File: config.mk
export PLATFORM = sky130hd
export DESIGN_NAME = uart_tx_engine
export DESIGN_NICKNAME = d
export VERILOG_FILES = /design/src/rtl/uart_tx_pkg.sv /design/src/rtl/uart_tx_serializer.sv /design/src/rtl/uart_tx_engine.sv
export SDC_FILE = /design/constraint.sdc
export NUM_CORES = 1
export LEC_CHECK = 0
export CAP_MARGIN = 10
export CORE_MARGIN = 2
export CORE_UTILIZATION = 51
export DETAILED_ROUTE_END_ITERATION = 7
export GPL_TIMING_DRIVEN = 0
export PLACE_DENSITY = 0.76
export SETUP_SLACK_MARGIN = 0.15
export SYNTH_ARGS = -nofsm -noshare
export SYNTH_HDL_FRONTEND = slang
export SYNTH_HIERARCHICAL = 1
export SYNTH_SLANG_ARGS = --single-unit
File: constraint.sdc
create_clock -name CLK -period 2.1 [get_ports CLK]
set_input_delay 0.21 -clock CLK [delete_from_list [all_inputs] [get_ports CLK]]
set_output_delay 0.21 -clock CLK [all_outputs]
set_load 0.03 [all_outputs]
File: src/rtl/uart_tx_pkg.sv
// Shared definitions for the UART transmit engine: gray-coded FSM states, output mux selects
// and parity type constants.
package uart_tx_pkg;

   typedef enum logic [2:0] {
      StIdle   = 3'b000,
      StStart  = 3'b001,
      StData   = 3'b011,
      StParity = 3'b010,
      StStop1  = 3'b110,
      StStop2  = 3'b111
   } tx_state_e;

   typedef enum logic [1:0] {
      SelOne  = 2'b00,
      SelZero = 2'b01,
      SelData = 2'b10,
      SelPar  = 2'b11
   } tx_sel_e;

   localparam logic PAR_EVEN = 1'b0;
   localparam logic PAR_ODD  = 1'b1;

   // Bit counter width; a one-bit word still needs a one-bit counter.
   function automatic int unsigned cnt_width(input int unsigned width);
      return (width > 1) ? $clog2(width) : 1;
   endfunction

endpackage

File: src/rtl/uart_tx_serializer.sv
// LSB-first shift register with bit counter; o_bit is the bit that will sit on the line after
// the coming edge, o_done flags the last data bit.
module uart_tx_serializer
   import uart_tx_pkg::*;
#(
   parameter int unsigned DATA_WIDTH = 8
) (
   input  logic                  CLK,
   input  logic                  RST,
   input  logic                  i_load,
   input  logic [DATA_WIDTH-1:0] i_data,
   input  logic                  i_en,
   output logic                  o_bit,
   output logic                  o_done
);

   localparam int unsigned CntW = cnt_width(DATA_WIDTH);

   logic [DATA_WIDTH-1:0] r_shift;
   logic [DATA_WIDTH-1:0] w_shift_d;
   logic [CntW-1:0]       r_cnt;

   assign w_shift_d = i_en ? (r_shift >> 1) : r_shift;
   assign o_bit     = w_shift_d[0];
   assign o_done    = (r_cnt == CntW'(DATA_WIDTH - 1));

   always_ff @(posedge CLK or negedge RST) begin
      if (!RST) begin
         r_shift <= '0;
         r_cnt   <= '0;
      end else if (i_load) begin
         r_shift <= i_data;
         r_cnt   <= '0;
      end else if (i_en) begin
         r_shift <= w_shift_d;
         r_cnt   <= o_done ? '0 : r_cnt + CntW'(1);
      end
   end

endmodule

File: src/rtl/uart_tx_engine.sv
// UART transmit engine: frame FSM, parity and registered output mux around the serializer.
// All outputs are registered from next-state values so they move with the state.
module uart_tx_engine
   import uart_tx_pkg::*;
#(
   parameter int unsigned DATA_WIDTH = 8
) (
   input  logic                  CLK,
   input  logic                  RST,
   input  logic [DATA_WIDTH-1:0] P_DATA,
   input  logic                  Data_Valid,
   input  logic                  PAR_EN,
   input  logic                  PAR_TYP,
   input  logic                  STOP2,
   output logic                  TX_OUT,
   output logic                  busy,
   output logic                  tx_done
);

   tx_state_e r_state;
   tx_state_e w_state_d;
   tx_sel_e   w_sel;

   logic r_par_en;
   logic r_par_typ;
   logic r_stop2;
   logic r_par;

   logic w_final_stop;
   logic w_accept;
   logic w_final_d;
   logic w_tx_d;
   logic w_par_d;
   logic w_ser_bit;
   logic w_ser_done;

   assign w_final_stop = (r_state == StStop2) || ((r_state == StStop1) && !r_stop2);
   assign w_accept     = Data_Valid && ((r_state == StIdle) || w_final_stop);
   assign w_par_d      = (PAR_TYP == PAR_ODD) ? ~(^P_DATA) : ^P_DATA;

   uart_tx_serializer #(
      .DATA_WIDTH(DATA_WIDTH)
   ) u_serializer (
      .CLK   (CLK),
      .RST   (RST),
      .i_load(w_accept),
      .i_data(P_DATA),
      .i_en  (r_state == StData),
      .o_bit (w_ser_bit),
      .o_done(w_ser_done)
   );

   always_comb begin
      w_state_d = r_state;
      unique case (r_state)
         StIdle:   w_state_d = w_accept ? StStart : StIdle;
         StStart:  w_state_d = StData;
         StData: begin
            if (w_ser_done) w_state_d = r_par_en ? StParity : StStop1;
         end
         StParity: w_state_d = StStop1;
         StStop1: begin
            if (r_stop2)       w_state_d = StStop2;
            else if (w_accept) w_state_d = StStart;
            else               w_state_d = StIdle;
         end
         StStop2:  w_state_d = w_accept ? StStart : StIdle;
         default:  w_state_d = StIdle;
      endcase
   end

   always_comb begin
      w_sel = SelOne;
      unique case (w_state_d)
         StStart:  w_sel = SelZero;
         StData:   w_sel = SelData;
         StParity: w_sel = SelPar;
         default:  w_sel = SelOne;
      endcase
   end

   always_comb begin
      w_tx_d = 1'b1;
      unique case (w_sel)
         SelOne:  w_tx_d = 1'b1;
         SelZero: w_tx_d = 1'b0;
         SelData: w_tx_d = w_ser_bit;
         SelPar:  w_tx_d = r_par;
         default: w_tx_d = 1'b1;
      endcase
   end

   // Entry into STOP1 never coincides with acceptance, so the shadow r_stop2 is current.
   assign w_final_d = (w_state_d == StStop2) || ((w_state_d == StStop1) && !r_stop2);

   always_ff @(posedge CLK or negedge RST) begin
      if (!RST) begin
         r_state   <= StIdle;
         TX_OUT    <= 1'b1;
         busy      <= 1'b0;
         tx_done   <= 1'b0;
         r_par_en  <= 1'b0;
         r_par_typ <= PAR_EVEN;
         r_stop2   <= 1'b0;
         r_par     <= 1'b0;
      end else begin
         r_state <= w_state_d;
         TX_OUT  <= w_tx_d;
         busy    <= (w_state_d != StIdle);
         tx_done <= w_final_d;
         if (w_accept) begin
            r_par_en  <= PAR_EN;
            r_par_typ <= PAR_TYP;
            r_stop2   <= STOP2;
            r_par     <= w_par_d;
         end
      end
   end

   // Latched parity type is kept for visibility; the parity bit itself is latched pre-computed.
   logic w_unused;
   assign w_unused = r_par_typ;

endmodule

After elaboration in Yosys (flattened, before gate mapping)
Cells that the tools add are included.
Widths: inputs -> output; s select.
{ "classes": {"muxes": 14, "reduce_logical": 13, "n_eq_ne": 14, "addsub": 1, "bitwise_logic": 1} }
{ "op_table": {"columns": ["op", "n"], "rows": [
  ["$mux 8", 3],
  ["$mux 3", 6],
  ["$eq 3x3->1 const B", 5],
  ["$pmux 3 s5", 1],
  ["$eq 3x2->1 const B", 4],
  ["$reduce_xor 8->1", 1],
  ["$eq 3x1->1 const B", 2],
  ["$pmux 2 s3", 1],
  ["$eq 2x2->1 const B", 2],
  ["$pmux 1 s4", 1],
  ["$add 3x1->3 const B", 1],
  ["$logic_and 1x1->1", 3],
  ["$logic_not 3->1", 1],
  ["$logic_or 1x1->1", 3],
  ["$reduce_bool 3->1", 1],
  ["$eq 2x1->1 const B", 1],
  ["$logic_not 2->1", 1],
  ["$mux 1", 2],
  ["$reduce_bool 2->1", 1],
  ["$reduce_or 2->1", 1],
  ["$logic_not 1->1", 1],
  ["$not 1->1", 1]
]} }
{ "word_totals": {"ff_bits": 20, "in_bits": 14, "word_cells": 52, "output_inout_bits": 3} }

Longest topological paths before layout
Gate-level depths: netlist (run 1).
{ "logic_depth": {"depth_word": 12, "depth_mapped": 8} }

Modules after synthesis
The synthesis (run 1) kept the hierarchy.
{ "by_module_without_submodules": {"columns": ["module", "seq_area_each_um2", "cells_per_inst", "n_inst", "area_per_inst_um2"], "rows": [
  ["uart_tx_serializer", 275.3, 45, 1, 516.7],
  ["uart_tx_engine", 226.5, 46, 1, 483.0]
]} }

Worst setup path before layout (run 1)
No wires, ideal clock.
{ "synth_path": {"kind": "reg-to-reg", "startpoint": "reg r_state[0]", "endpoint": "reg u_serializer.r_shift[3]", "stages_incl_launch_ff": 9, "path_buffers": 2, "required_ns": 1.977, "setup_ns": 0.123, "setup_slack_ns": 0.634, "synth_period_minus_slack_ns": 1.466, "arrival_time_ns": 1.343, "path_cell_list": "dfrtp_1 > nand2b_1 > nor2b_1 > o21ai_2 > inv_1 > buf_2 > buf_2 > nand2_1 > o21ai_1"} }
{ "synth_between": {"elab_chain_cells": 6, "elab_cells_between_ends": 12, "cone_classes": "eq/ne (3); mux (3); reduce/logical (6)"} }
{ "synth_rtl": {"columns": ["element", "line_no", "source"], "rows": [
  ["from (decl)", "uart_tx_engine.sv:20", "tx_state_e r_state;"],
  ["from (signal assigned)", "uart_tx_engine.sv:98", "r_state <= StIdle;"],
  ["from (signal assigned)", "uart_tx_engine.sv:107", "r_state <= w_state_d;"],
  ["$eq 3x3->1", "uart_tx_engine.sv:37", "assign w_final_stop = (r_state == StStop2) || ((r_state == StStop1) && !r_stop2);"],
  ["$logic_and 1x1->1", "uart_tx_engine.sv:37", null],
  ["$logic_or 1x1->1", "uart_tx_engine.sv:37", null],
  ["$logic_or 1x1->1 (*)", "uart_tx_engine.sv:38", "assign w_accept = Data_Valid && ((r_state == StIdle) || w_final_stop);"],
  ["$logic_and 1x1->1 (*)", "uart_tx_engine.sv:38", null],
  ["named net w_accept", "uart_tx_engine.sv:30", "logic w_accept;"],
  ["$mux 8 / $reduce_bool 2->1 (equally long branches)", null, null],
  ["to (signal assigned)", "uart_tx_serializer.sv:32", "r_shift <= i_data;"],
  ["to (signal assigned)", "uart_tx_serializer.sv:35", "r_shift <= w_shift_d;"],
  ["to (decl)", "uart_tx_serializer.sv:19", "logic [DATA_WIDTH-1:0] r_shift;"]
]} }
Mark *: on every way through the listed nets, which the timed path passes. The rest lies on a longest branch. The select of a mux whose other input is x is not followed.
A chain may end at the register's enable or synchronous reset.

Worst setup path in the final report (run 1)
{ "layout_path": {"startpoint": "reg TX_OUT", "endpoint": "out TX_OUT"} }
{ "layout_rtl": {"columns": ["element", "line_no", "source"], "rows": [
  ["from (decl)", "uart_tx_engine.sv:15", "output logic TX_OUT,"],
  ["from (signal assigned)", "uart_tx_engine.sv:108", "TX_OUT <= w_tx_d;"]
]} }
No word-level cell between the ends.

==> metrics.md, run 1 <==
| Metric | Value |
|---|---|
| Status | finished, final reports clean |
| Clock power share | between 10% and 20% |
| Syn Std Cell Area | ~1000 um^2 |
| Finish-stage setup viols | 0 |
| R2R Path End | u_serializer/r_shift[3]$_DFFE_PN0P_ |
| Reg power frac | approximately 39% |
| CTS hold repair buffers | 0 |
| Ys async rst share | 100.0% |
| Final hold violation count | 0 |
| Share of layout cells above drive strength 1 | between 10 and 15% |
| Clk_lat worst skew | roughly 300 ps |
| Net Sw Power | roughly 620 uW |
| Max cap viols | 0 |
| Final instance area | roughly 0.0012 mm^2 |
| Die H | a little under 50 um |
| Final Max Slew Viols | 0 |
| R2R cell count | 8 |
| Critical path launch point type | register |
| Crit Path Max Fanout | 1 |
| Worst Hold Class | input port to async pin |
| DIE AREA | 0.002330 mm^2 |
| Power Total | between 1500 and 2000 uW |
| Placed cell area | 0.001194 mm^2 |
| Internal power | roughly 1100 uW |
| Clk sinks | 20 |
| Setup WS pre-CTS | around 300 ps |
| ANT cells | 0 |
| Post-Syn Nets | approximately 110 |
| Critical path's slowest cell | clkdlybuf4s50_1 |
| Antenna violation net count after detailed routing | 0 |
| Number of global-route vias before repair | a little under 600 |
| Yosys warns | 6 |
| F_max | ~590 MHz |
| Comb power frac | 43.4% |
| Drt drc | 0 |
| Initial Util | roughly 53% |
| R2R setup slack | roughly 430 ps |
| Number of enable flip-flop cells after synthesis | 0 |
| Crit path launch | TX_OUT$_DFF_PN1_ |
| Worst Path Arrival | about 1500 ps |
| Final min period | around 1700 ps |
| GRT Total Usage | between 10% and 20% |
| Nets | 128 |
| Drt initial violations | 4 |
| Slew margin rel. | about two fifths |
| Worst Tran Pin Value | ~870 ps |
| IO Port Bufs | 16 |
| CTS H-tree depth | 1 |
| Routed len/inst | 12.34 um |
| Antenna violations before repair | 0 |
| Critical-path cell list | clkdlybuf4s50_1 |
| GRT overflow | 0 |
| Number of synthesized register bits | 20 |
| CP required | 1890 ps |
| PwrDens | around 1400 mW/mm^2 |
| Final wirelength | approximately 1.7 mm |
| CP max stage delay | ~660 ps |
| DR pass1 iterations | 4 |
| R2R Path Start | r_state[0]$_DFF_PN0_ |
| Core box area | roughly 0.0019 mm^2 |
| Layout area overhead | 24.66% |
| Util after Layout | 65.53% |
| CTS tree | done |
| Largest net degree at the start of global routing | 21 |
| I/O Pins | 17 |
| Global-route wire length before repair | about 2.6 mm |
| Reg clk slew, reported paths | between 100 and 150 ps |
| Leakage | between 0.0005 and 0.0006 uW |
| Worst path bufs/invs | 1 |
| Routed vias/inst | 5.159 |
| Total negative slack | 0 ps |
| Vias post-DR | roughly 700 |
| Max clock buf depth | 2 |
| Row count | 16 |
| RePlAce Congestion | a little over 0.7 |
| Syn Inst Count | just over 90 |
| Switching part of the total | between 30% and 40% |
| Crit path depth | 1 |
| Crit path to | TX_OUT |
| Die width | 48.28 um |
| Sequential share of the synthesized area | about half |
| Inserted Clock Buffers | 3 |
| HPWL after DPL | 1.276 mm |
| Main synth FF type | dfrtp_1 |
| Maximum vdd drop | ~730 uV |
| Clock root buffer | clkbuf_4 |
| Final period utilization | between 80 and 90% |
| Skew final | 8.645 ps |
| Crit. End Element | primary output |
| Yosys cell types | 28 |
| Critical path class | register to primary output |
| CTS resizes | 0 |
| Syn Area/Cell | between 10 and 15 um^2 |
| RSZ-0062 raised after global routing | false |
| Worst setup margin | between 300 and 400 ps |
| Post-CTS setup buffers | 0 |
| CP delay by family, top | buffers and inverters |
==> cells by family (layout without fill, tap and decap cells) <==
group | count (synthesis) | in the layout | share of synthesized area [%]
xor gates and xnor gates | 7 | 7 | 7.634
and+or+nand+nor | 23 | 23 | 11.14
buffers and inverters | 8 | 28 | 3.630
AOI/OAI and AO/OA | 18 | 18 | 10.89
adders and majority gates | 2 | 2 | 2.503
muxes | 13 | 13 | 14.02
DFF | 20 | 20 | 50.19
==> flip-flops by register name (all words and copies together), names as in the netlist <==
signal	count
r_stop2	1
u_serializer/r_cnt	3
r_state	3
r_par_en	1
TX_OUT	1
busy	1
r_par	1
tx_done	1
u_serializer/r_shift	8
==> how the worst min path moves through the flow <==
stage	startpoint	end	cells past startpoint
final	RST	r_state[1]$_DFF_PN0_	1
after global routing	RST	r_state[1]$_DFF_PN0_	1
after global placement	u_serializer/r_shift[7]$_DFFE_PN0P_	u_serializer/r_shift[7]$_DFFE_PN0P_	1
after detailed placement	r_par$_DFFE_PN0P_	r_par$_DFFE_PN0P_	1
after floorplan	RST	busy$_DFF_PN0_	0
after CTS	RST	r_state[1]$_DFF_PN0_	1
==> per-layer routing <==
| metal | track usage [%] | vias up | routed length [um] |
|---|---|---|---|
| met2 | 23.68 | 19 | 811 |
| met1 | 23.70 | 338 | 815 |
| li1 | - | 353 | - |
| met5 | 0 | - | 0 |
| met4 | 9.730 | 0 | 17 |
| met3 | 3.704 | 2 | 59 |
==> per-stage QoR <==
stage          instances  hold WS [ps]
6_report             138         381.6
5_1_grt              138         456.8
4_1_cts              138         423.1
3_5_place_dp         134         497.8
3_3_place_gp         134         485.6
2_1_floorplan         91        -85.59
==> power by group through the flow <==
stage               clock, uW  combinational, uW  sequential, uW
floorplan                   0                549             709
global placement            0                746             685
detailed placement          0                774             693
CTS                       319                779             684
global route              338                852             709
finish                    316                766             684
==> synthesized netlist by cell type, types with 2 or more instances <==
master / instances / area (um^2)
a21oi_1: 6 / 30.03
buf_2: 2 / 10.01
dfrtp_1: 19 / 475.5
ha_1: 2 / 25.02
inv_1: 5 / 18.77
mux2_2: 4 / 45.04
mux2i_1: 8 / 80.08
nand2_1: 8 / 30.03
nand2b_1: 3 / 18.77
nor2_1: 6 / 22.52
nor2b_1: 2 / 12.51
o21ai_1: 6 / 30.03
xnor2_1: 5 / 43.79
==> placed cells by master, fill, tap and decap left out, types with 2 or more instances in the layout <==
cell and n:
inv_1 5, mux2_2 4, dfrtp_1 19, clkdlybuf4s50_1 16, nand2_1 8, xnor2_1 5, nor2b_1 2, nor2_1 6
o21ai_1 6, clkbuf_4 3, ha_1 2, nand2b_1 3, a21oi_1 6, buf_2 2, mux2i_1 8
==> cell type report <==
cell class | count | area (um^2)
timing repair buffer | 16 | 160.2
clock inverter | 1 | 30.03
multi-input combinational | 63 | 461.7
tap | 27 | 33.78
sequential | 20 | 501.7
buffer | 3 | 17.52
clock buffer | 3 | 22.52
inverter | 5 | 18.77
fill | 163 | 655.6
(Power assumes the default switching activity.)
==> inputs of run 2 (changes only) <==
Settings changed: CORE_UTILIZATION 51 to 46, PLACE_DENSITY 0.76 to 0.73.
Clock period 2.1 ns to 1.4 ns, I/O delays scaled along.
==> run 2 against run 1 <==
Net effect:
- the run now ends with setup timing left
- cell count is 5.1% higher
- global-route usage rose by 0.62 points
- sequential power grew 58%
- first-iteration DRC count grew to 3.0 times the previous value
- flip-flop and latch count unchanged
==> metrics.md, run 2 (synthesis results as in run 1) <==
| Metric | Value |
|---|---|
| Power Total | a little over 3000 uW |
| Comb power frac | about 50% |
| Layout area overhead | 40.68% |
| Routed len/inst | about 13 um |
| Slew margin rel. | roughly 42% |
| Reg clk slew, reported paths | ~110 ps |
| CTS H-tree depth | 1 |
| Hold_sp | P_DATA[4] |
| Final min period | ~1500 ps |
| Crit Path Max Fanout | 4 |
| Number of global-route vias before repair | between 700 and 800 |
| Die H | roughly 50 um |
| Most common cell after layout, fill and taps aside | dfrtp_1 |
| Antenna violation net count after detailed routing | 0 |
| Share of layout cells above drive strength 1 | 34.75% |
| Net Sw Power | roughly 1100 uW |
| Maximum vdd drop | approximately 1300 uV |
| DR pass1 iterations | 4 |
| ANT cells | 0 |
| GRT Total Usage | between 10% and 20% |
| Final period utilization | 104.1% |
| Critical path class | register to register |
| Max cap viols | 0 |
| Vias post-DR | 760 |
| IO Port Bufs | 16 |
| Die width | just over 50 um |
| Reg power frac | ~36% |
| Initial Util | 49.94% |
| Crit. End Element | register |
| Global-route wire length before repair | ~3.4 mm |
| Worst Path Arrival | about 1700 ps |
| Critical path launch point type | register |
| CP required | between 1500 and 2000 ps |
| Fin Hold WS | between 200 and 250 ps |
| DIE AREA | around 0.0026 mm^2 |
| Clock power share | between 10% and 20% |
| Max reg flops | 8 |
| Most frequent cells in the layout | dfrtp_1, clkdlybuf4s50_1, mux2i_1, o21ai_1 |
| Largest net degree at the start of global routing | 21 |
| RePlAce Congestion | 0.8056 |
| Row count | 16 |
| PwrDens | around 2200 mW/mm^2 |
| Final wirelength | between 1.5 and 2 mm |
| Violated checks | setup timing |
| Worst setup margin | -56.76 ps |
| Drt drc | 0 |
| Clk_lat worst skew | slightly below 300 ps |
| Inst Count DP | ~130 |
| Internal power | roughly 2000 uW |
| Clock root buffer | clkbuf_4 |
| Skew final | between 6 and 7 ps |
| Final instance area | 0.001406 mm^2 |
| Nets | 135 |
| Final hold violation count | 0 |
| HPWL after DPL | about 1.3 mm |
| Largest regs | u_serializer/r_shift: 8 flops, r_state: 3 flops, u_serializer/r_cnt: 3 flops |
| Clk sinks | 20 |
| CTS tree | done |
| Final Max Slew Viols | 0 |
| Switching part of the total | a little over a third |
| Placed cell area | roughly 0.0012 mm^2 |
| F_max | 686.5 MHz |
| Status | finished, violations left |
| RSZ-0062 raised after global routing | true |
| Routed vias/inst | 5.241 |
| Max clock buf depth | 2 |
| Inserted Clock Buffers | 3 |
| Worst Tran Pin Value | approximately 870 ps |
| Crit path launch | r_state[0]$_DFF_PN0_ |
| Multi-input gate area | approximately 560 um^2 |
| Fillers | 151 |
| R2R Path Start | r_state[0]$_DFF_PN0_ |
| Drt initial violations | 12 |
| Antenna violations before repair | 0 |
| Sequential cell area | just over 500 um^2 |
| Finish-stage setup viols | 8 |
| GRT overflow | 0 |
| Leakage | 0.0006244 uW |
| I/O Pins | 17 |
| Final std cells w/o fill | 145 |
| Most flops, register | u_serializer/r_shift |
| Core box area | about 0.002 mm^2 |
| Worst Hold Class | input port to register |
-- run 2: cell count changes in the layout (fill, tap and decap cells not counted), sizes merged --
cell / previous run / this run
buf: 3 / 11
clkdlybuf4s50: 16 / 11
dlygate4sd2: 0 / 4
-- run 2: cell type report --
| type | instances | area share [%] |
|---|---|---|
| Buffer | 3 | 2.135 |
| Clock buffer | 3 | 1.601 |
| Clock inverter | 1 | 2.135 |
| Inverter | 5 | 1.335 |
| Multi-Input combinational cell | 63 | 39.68 |
| Sequential cell | 20 | 35.94 |
| Tap cell | 27 | 2.402 |
| Timing Repair Buffer | 23 | 14.77 |
-- run 2: per-stage QoR --
step | TNS [ps] | util (%) | setup slack (ps)
6_report | -240.8 | 70.25 | -56.76
3_5_place_dp | -1498 | 62.31 | -337.5
5_1_grt | -1216 | 70.25 | -110.2
3_3_place_gp | -1320 | 62.31 | -330.1
2_1_floorplan | -97.22 | - | -26.21
4_1_cts | -304.4 | 69.06 | -60.56
-- run 2: repair_timing --
item,4_1_cts,5_1_grt
gates cloned,1,0
setup endpoints to repair,22,19
setup buffers,6,0
pin swaps,7,2
resized for setup,23,6
hold buffers,0,0
-- run 2: worst max-delay path, stage by stage, from the launching register on --
cell and delay (ps):
dfrtp_2 460, nand2b_4 150, nor2b_4 130, o21ai_4 140
buf_4 150, mux2_2 320
-- run 2: layer usage --
layer / GRT usage (%) / routed length [um]
met5: 0 / 0
met4: 5.856 / 0
met3: 2.679 / 69
met2: 30.70 / 1039
met1: 21.65 / 826
-- run 2: path summary, 6_finish.rpt --
kind                                                             to  slack [ps]  depth (start not counted)
worst max-delay path                            r_stop2$_DFFE_PN0P_         -60                          5
worst min-delay path            u_serializer/r_shift[4]$_DFFE_PN0P_         240                          3
worst max register to register                  r_stop2$_DFFE_PN0P_         -60                          5
worst min register to register  u_serializer/r_shift[7]$_DFFE_PN0P_         520                          1
max in group asynchronous                      r_state[1]$_DFF_PN0_         490                          1
min in group asynchronous                         tx_done$_DFF_PN0_         320                          1
-- run 2: power by group through the flow --
stage | Clock, uW | Sequential, uW | Combinational (uW)
2_1_floorplan | 0 | 1080 | 929
3_3_place_gp | 0 | 1050 | 1220
3_5_place_dp | 0 | 1060 | 1250
4_1_cts | 478 | 1060 | 1440
5_1_grt | 503 | 1120 | 1670
6_report | 459 | 1080 | 1510
